==> config.mk <==
export PLATFORM = sky130hd
export DESIGN_NAME = key_press_gen
export DESIGN_NICKNAME = d
export VERILOG_FILES = /design/src/rtl/key_press_gen.sv
export SDC_FILE = /design/constraint.sdc
export NUM_CORES = 1
export LEC_CHECK = 0
export CAP_MARGIN = 20
export CORE_ASPECT_RATIO = 0.7
export CORE_MARGIN = 3
export CORE_UTILIZATION = 58
export DETAILED_ROUTE_END_ITERATION = 8
export PLACE_DENSITY_LB_ADDON = 0.25
export SLEW_MARGIN = 30
export SYNTH_ARGS = -nofsm -noshare
export SYNTH_HDL_FRONTEND = slang
export SYNTH_SLANG_ARGS = --single-unit
==> constraint.sdc <==
create_clock -name clk_50mhz -period 6.92 [get_ports clk_50mhz]
set_input_delay 2.076 -clock clk_50mhz [delete_from_list [all_inputs] [get_ports clk_50mhz]]
set_output_delay 2.076 -clock clk_50mhz [all_outputs]
set_load 0.03 [all_outputs]
==> src/rtl/key_press_gen.sv <==
// Emulated active-low push-button: press bounce, clean hold, release bounce, clean settle on the selected key.
// Latency: start sampled at edge T gives busy=1 at T+1; done pulses for one cycle after SETTLE.
// Backpressure: start while busy is dropped. KEY_PRESS_GEN_STATS_EN adds a completed-press counter (press_cnt).
module key_press_gen #(
  parameter int unsigned BOUNCE_CNT = 50,
  parameter int unsigned GAP_MASK   = 63,
  parameter int unsigned HOLD_CYC   = 500,
  parameter int unsigned SETTLE_CYC = 500,
  parameter logic [15:0] LFSR_SEED  = 16'hACE1
) (
  input  logic       clk_50mhz,
  input  logic       rst_n,
  input  logic       start,
  input  logic       sel,
  output logic       key_plus,
  output logic       key_minus,
  output logic       busy,
`ifdef KEY_PRESS_GEN_STATS_EN
  output logic       done,
  output logic [7:0] press_cnt
`else
  output logic       done
`endif
);

  typedef enum logic [2:0] {IDLE, PRESS_BNC, HOLD, REL_BNC, SETTLE} state_t;

  state_t      state_q, state_d;
  logic [15:0] lfsr_q, lfsr_d;
  logic [15:0] bnc_q, bnc_d;
  logic [16:0] gap_q, gap_d, gap_load;
  logic [31:0] tmr_q, tmr_d;
  logic        sel_q, sel_d;
  logic        key_q, key_d;
  logic        busy_d, done_d;

  // Galois form of x^16+x^14+x^13+x^11+1; 17-bit gap so GAP_MASK=16'hFFFF cannot wrap to 0.
  assign lfsr_d   = {1'b0, lfsr_q[15:1]} ^ (lfsr_q[0] ? 16'hB400 : 16'h0000);
  assign gap_load = {1'b0, lfsr_q & GAP_MASK[15:0]} + 17'd1;

  always_comb begin
    state_d = state_q;
    bnc_d   = bnc_q;
    gap_d   = gap_q;
    tmr_d   = tmr_q;
    sel_d   = sel_q;
    key_d   = key_q;
    busy_d  = busy;
    done_d  = 1'b0;
    case (state_q)
      IDLE: begin
        if (start) begin
          sel_d  = sel;
          busy_d = 1'b1;
          if (BOUNCE_CNT != 0) begin
            state_d = PRESS_BNC;
            bnc_d   = BOUNCE_CNT[15:0];
            gap_d   = gap_load;
            key_d   = 1'b1;
          end else begin
            state_d = HOLD;
            key_d   = 1'b0;
            tmr_d   = HOLD_CYC;
          end
        end
      end
      PRESS_BNC, REL_BNC: begin
        if (gap_q <= 17'd1) begin
          if (bnc_q <= 16'd1) begin
            // Final expiry lands on the clean level regardless of toggle parity.
            bnc_d = 16'd0;
            if (state_q == PRESS_BNC) begin
              state_d = HOLD;
              key_d   = 1'b0;
              tmr_d   = HOLD_CYC;
            end else begin
              state_d = SETTLE;
              key_d   = 1'b1;
              tmr_d   = SETTLE_CYC;
            end
          end else begin
            key_d = ~key_q;
            bnc_d = bnc_q - 16'd1;
            gap_d = gap_load;
          end
        end else begin
          gap_d = gap_q - 17'd1;
        end
      end
      HOLD: begin
        if (tmr_q <= 32'd1) begin
          if (BOUNCE_CNT != 0) begin
            state_d = REL_BNC;
            bnc_d   = BOUNCE_CNT[15:0];
            gap_d   = gap_load;
          end else begin
            state_d = SETTLE;
            key_d   = 1'b1;
            tmr_d   = SETTLE_CYC;
          end
        end else begin
          tmr_d = tmr_q - 32'd1;
        end
      end
      SETTLE: begin
        if (tmr_q <= 32'd1) begin
          state_d = IDLE;
          busy_d  = 1'b0;
          done_d  = 1'b1;
        end else begin
          tmr_d = tmr_q - 32'd1;
        end
      end
      default: state_d = IDLE;
    endcase
  end

  always_ff @(posedge clk_50mhz) begin
    if (!rst_n) begin
      state_q   <= IDLE;
      lfsr_q    <= LFSR_SEED;
      bnc_q     <= 16'd0;
      gap_q     <= 17'd0;
      tmr_q     <= 32'd0;
      sel_q     <= 1'b0;
      key_q     <= 1'b1;
      key_plus  <= 1'b1;
      key_minus <= 1'b1;
      busy      <= 1'b0;
      done      <= 1'b0;
    end else begin
      state_q   <= state_d;
      lfsr_q    <= lfsr_d;
      bnc_q     <= bnc_d;
      gap_q     <= gap_d;
      tmr_q     <= tmr_d;
      sel_q     <= sel_d;
      key_q     <= key_d;
      key_plus  <= sel_d | key_d;
      key_minus <= ~sel_d | key_d;
      busy      <= busy_d;
      done      <= done_d;
    end
  end

`ifdef KEY_PRESS_GEN_STATS_EN
  always_ff @(posedge clk_50mhz) begin
    if (!rst_n) begin
      press_cnt <= 8'd0;
    end else if (done_d) begin
      press_cnt <= press_cnt + 8'd1;
    end
  end
`endif

endmodule

==> run summary <==
Status = completed
Top cells by area, synth = dfxtp_1, nor2_1, a21oi_1
Seq cells post-synth = 90
GR Layer Usage met1 = 34.4%
Async set-reset flop share out of synthesis = 0%
IO Port Bufs = 7
Post-synth top area cell = dfxtp_1
Antenna viol nets, final = 0
Clock skew = 0.00570 ns
Grt ovf = 0
Yosys cell types = 68
Ant diodes = 0
Max incr delay on CP = 0.55 ns
CTS tree = built
Critical Path Sink Type = flip-flop
Slowest CP cell = clkinv_2
Root Driver = clkbuf_16
WL per Instance = 16.1 um
Met2 Usage GRT = 34.3%
Final wirelength = 10,200 um
Vias in the first global route = 3,707
Fin. max-slew vios = 0
EDFF count, synth = 0
Maximum VDD drop = 0.000220 V
Num rows = 26
Synthesized area = 4590 um^2
Crit-path cells = clkdlybuf4s50_1, buf_4, clkinv_2, nor2_1, nand2_1, mux2i_1
Clk Latency, worst-skew pair = 0.34 ns
Layout cells sized above 1 = 8.61%
WP data required = 7.19 ns
Post CTS Setup Buffer Count = 0
Syn_nets = 551
Mapped Cells = 540
Synth warn = 0
Fmax = 253 MHz
Period Utilization, post-route = 57.0%
Total GRT Usage = 23.6%
Unrepaired setup endpoints after global routing = no
Chip Height = 80.4 um
Yosys top cell area share = 39.2%
Grt peak-use layer = met1
Die W = 112 um
Sequential fraction of the synthesis area = 39.2%
Global-route wire length before repair = 17,600 um
Fin util = 66.4%
LEAKAGE = 1.87 nW
Fillcell total = 600
Crit Path Category = in2reg
CTS H-tree depth = 3
Largest net degree at the start of global routing = 46
CP max FO = 45
Vias per cell = 6.38
Power Density = 413 nW/um^2
Initial Utilization = 61.4%
Slew @ Worst Pin = 0.729 ns
HP Class = reg2reg
Core Box Area = 7480 um^2
Flop-to-flop setup slack = 3.96 ns
Worst rel slew slack = 51.4%
Endpoints failing setup = 0
Commonest non-fill, non-tap cell in the layout = dfxtp_1
Global Route met3 Usage = 5.72%
DR iter-0 viols = 359
Final nets = 541
Area delta synth->final = 8.26%
Synth Flop Type = dfxtp_1
Worst EP arrival = 4.22 ns
Commonest non-fill, non-tap cells in the layout = dfxtp_1, nor2_1, a21oi_1, nand2_1, nor3_1
Die area = 9040 um^2
Worst setup SP type = input port
Hpwl dp = 6780 um
Post-CTS Hold Buffers = 0
CTS Buffer Depth = 2
RePlAce Congestion = 0.828
Syn Area/Cell = 8.50 um^2
Final Hold Viols = 0
Setup TNS = 0 ns
DRC viols = 0
CTS clock-pin slew for the worst setup and hold paths = 0.06 ns
Post_cts resized = 0
Clk sink count = 90
Initial antenna violation count = 0
Top-Level Pins = 8
DR pass1 iterations = 5
Max Cap Viol = 0
Via count = 4,030
Num CTS Buffers = 9
Final Critical Period = 3.95 ns
-- final timing paths --
check                  from        end  depth (start not counted)
setup / recovery      rst_n  tmr_q[29]                          6
hold / removal    lfsr_q[8]  lfsr_q[7]                          1
setup reg to reg   tmr_q[5]   tmr_q[9]                          6
hold reg to reg   lfsr_q[8]  lfsr_q[7]                          1
-- cell usage after synthesis, types with 4 or more instances --
master	count
nor2_1	58
or4_1	9
nor3_1	24
inv_1	14
nand3b_1	6
nand2_1	31
and2_1	8
ha_1	7
or3_1	13
o21a_1	4
a211oi_1	5
buf_2	6
o31ai_1	16
mux2i_1	5
nor4_1	9
xnor2_1	9
nand3_1	16
a21oi_1	39
clkbuf_1	21
o21ai_1	7
xor2_1	15
dfxtp_1	90
o21ai_0	14
and3_1	7
nand2b_1	12
a31oi_1	12
o311ai_1	10
nand4_1	11
-- report_power, final --
group | internal [mW] | switching [mW] | total, mW | leakage [nW]
sequential | 0.592 | 0.0778 | 0.670 | 0.734
clock | 0.307 | 0.189 | 0.496 | 0.152
combinational | 0.293 | 0.592 | 0.886 | 0.987
-- worst max-delay path, delay by kind of cell --
family                 cells  cell delay, ns
buffers and inverters      3            1.39
muxes                      1            0.14
and+or+nand+nor            2            0.58
-- logic make-up after synthesis --
group                    synth area share [%]
AND/OR/NAND/NOR                          28.3
AO/OA/AOI/OAI                            20.2
flip-flops                               39.2
buffers and inverters                    4.74
XOR/XNOR                                 4.58
adder cells (fa/ha/maj)                  1.91
multiplexers                             1.09
-- registers in the layout (all words and copies together) (netlist names), 3 cells and up --
name,cells
tmr_q,32
lfsr_q,16
gap_q,17
state_q,3
bnc_q,16
-- final cells by class --
class	count	area, um^2	share of cell area (%)
multi-input cells	402	2580	51.8
flip-flops and latches	90	1800	36.2
clock buffers	13	270	5.44
well taps	98	123	2.47
repair buffers	12	108	2.16
inverters	15	57.6	1.16
clock inverters	2	35.0	0.705
-- stage by stage --
stage	hold slack [ns]	power, mW	cell area (um^2)	instances	setup slack [ns]
5_1_grt	0.428	2.18	4970	632	2.76
3_5_place_dp	0.392	1.54	4660	617	2.65
3_3_place_gp	0.391	1.51	4660	617	2.12
6_report	0.404	2.05	4970	632	2.97
2_1_floorplan	0.386	1.36	4590	540	3.80
4_1_cts	0.406	2.04	4970	632	2.98
-- layer usage --
layer | part of all wire, % | vias to the layer above
li1 | - | 1970
met1 | 51 | 1926
met2 | 42 | 125
met3 | 6.0 | 9
met4 | 1.0 | 0
met5 | 0 | -
(Power assumes the default switching activity.)
==> variant, RTL diff (same flow settings) <==
Add an input register stage for `start` and `sel`, without a reset; this delays them by one clock. Comments in the files are not updated.
--- a/src/rtl/key_press_gen.sv
+++ b/src/rtl/key_press_gen.sv
@@ -25,6 +25,14 @@
 
   typedef enum logic [2:0] {IDLE, PRESS_BNC, HOLD, REL_BNC, SETTLE} state_t;
 
+  logic start_q;
+  logic sel_r;
+
+  always_ff @(posedge clk_50mhz) begin
+    start_q <= start;
+    sel_r   <= sel;
+  end
+
   state_t      state_q, state_d;
   logic [15:0] lfsr_q, lfsr_d;
   logic [15:0] bnc_q, bnc_d;
@@ -49,8 +57,8 @@
     done_d  = 1'b0;
     case (state_q)
       IDLE: begin
-        if (start) begin
-          sel_d  = sel;
+        if (start_q) begin
+          sel_d  = sel_r;
           busy_d = 1'b1;
           if (BOUNCE_CNT != 0) begin
             state_d = PRESS_BNC;
Behaviour: not the same (a bounded check fails within 4 cycles, from zero or initial values and one cycle with rst_n low).
==> variant against the original RTL <==
  * Routed wire length up 3.5%
  * Area after synthesis up 0.27%
  * Final area up 2.1%
  * Critical path depth down 2
  * Cell count up 2.2%
  * Worst setup slack better by 0.27 ns
  * Sequential cell count up 2
  * Power up 40%
==> variant: results (changes against the original RTL) <==
Run status
  • Status: completed

Global routing
  • Global-route wire length before repair: 18.4 mm (+4.6%)
  • Largest net degree at the start of global routing: 39 (-15%)
  • Vias in the first global route: 3729 (+0.59%)

Worst hold path
  • Worst hold path startpoint: lfsr_q[6]
  • Hold EP: lfsr_q[5]

Routing
  • Vias after detailed routing: 4026 (-0.099%)
  • Routed wl met2: 4.46 mm (+4.7%)
  • Starting DRT DRC Count: 421 (+17%)
  • Wl on met1: 5.25 mm (+0.19%)
  • DR WL/cell: 16.4 um (+1.3%)
  • Metal3 WL: 669 um (+10%)

Placed design
  • HPWL Detailed: 7.14 mm (+5.3%)
  • Gpl congestion: 0.860 (+3.8%)
  • Area after DPL: 4720 sq um (+1.2%)
  • Post-Place Worst Slack: 2.91 ns (+0.265 ns)

Yosys
  • Adder-cell area share of the yosys netlist: 0.0190 (-0.0000518)
  • Count of different cell masters after synthesis: 64 (-5.9%)
  • Post-synthesis sequential area ratio: 0.400 (+0.00763)
  • Most frequent cells after synthesis: dfxtp_1, nor2_1, nand2_1
  • Compound-gate portion of the synthesized area: 0.154 (-0.0478)
  • Syn nets: 559 (+1.5%)

Worst setup path
  • CP Data Arrival Time: 3.92 ns (-0.30 ns)
  • Reg-to-reg endpoint: gap_q[5]
  • Worst reg2reg path depth: 5 (-1)
  • Register-to-register setup slack: 4.22 ns (+0.26 ns)
  • Largest fanout on the critical path: 38 (-16%)

Power
  • Static Leak: 0.00187 uW (about the same)
  • Max VDD drop: 0.356 mV (+61%)

Finish
  • Share of post-route cells with drive strength above 1: 0.0803 (-0.00585)

Timing
  • Clk_skew: 0.00870 ns (+0.00301 ns)
  • Hold Slack: 0.406 ns (+0.00142 ns)
[variant: power by group]
part	switching, uW	internal [uW]	leakage, uW
combinational	1050	487	0.000948
sequential	118	631	0.000751
clock	216	367	0.000175
total	1380	1490	0.00187
[variant: area by class of cell]
| class | instances | area, sq um |
|---|---|---|
| timing repair buffer | 9 | 85.1 |
| clock buffer | 10 | 239 |
| tap | 98 | 123 |
| inverter | 12 | 45.0 |
| fill | 614 | 2440 |
| sequential | 92 | 1840 |
| multi-input combinational | 419 | 2630 |
| clock inverter | 6 | 119 |
[variant: cells by family after synthesis]
family | after synthesis
simple gates | 261
flops | 92
fa+ha+maj | 7
xor+xnor | 37
mux | 1
compound gates | 113
buf+inv | 37
[variant: stage by stage]
step	power, uW	std cells	utilization
floorplan	1920	548	-
global placement	2190	630	0.627
detailed placement	2250	630	0.628
CTS	2840	646	0.675
global route	3080	646	0.676
finish	2870	646	0.676
[variant: how the worst max path moves through the flow]
stage           endpoint  cells after the start  slack (ns)  startpoint
2_1_floorplan  tmr_q[25]                      4        3.85       rst_n
3_3_place_gp    gap_q[5]                      4        2.97       rst_n
3_5_place_dp    gap_q[5]                      4        2.91       rst_n
4_1_cts         tmr_q[1]                      4        3.27       rst_n
5_1_grt         tmr_q[1]                      4        3.05       rst_n
6_report        tmr_q[1]                      4        3.24       rst_n
[variant: layer usage]
layer | global-route usage | vias up
li1 | - | 1977
met1 | 0.367 | 1921
met2 | 0.366 | 107
met3 | 0.0557 | 21
met4 | 0.0804 | 0
met5 | 0 | -
[variant: critical path, stage by stage]
cell and delay, ns:
clkdlybuf4s50_1 0.46, buf_4 0.34, nand2_1 0.64, a211oi_1 0.38
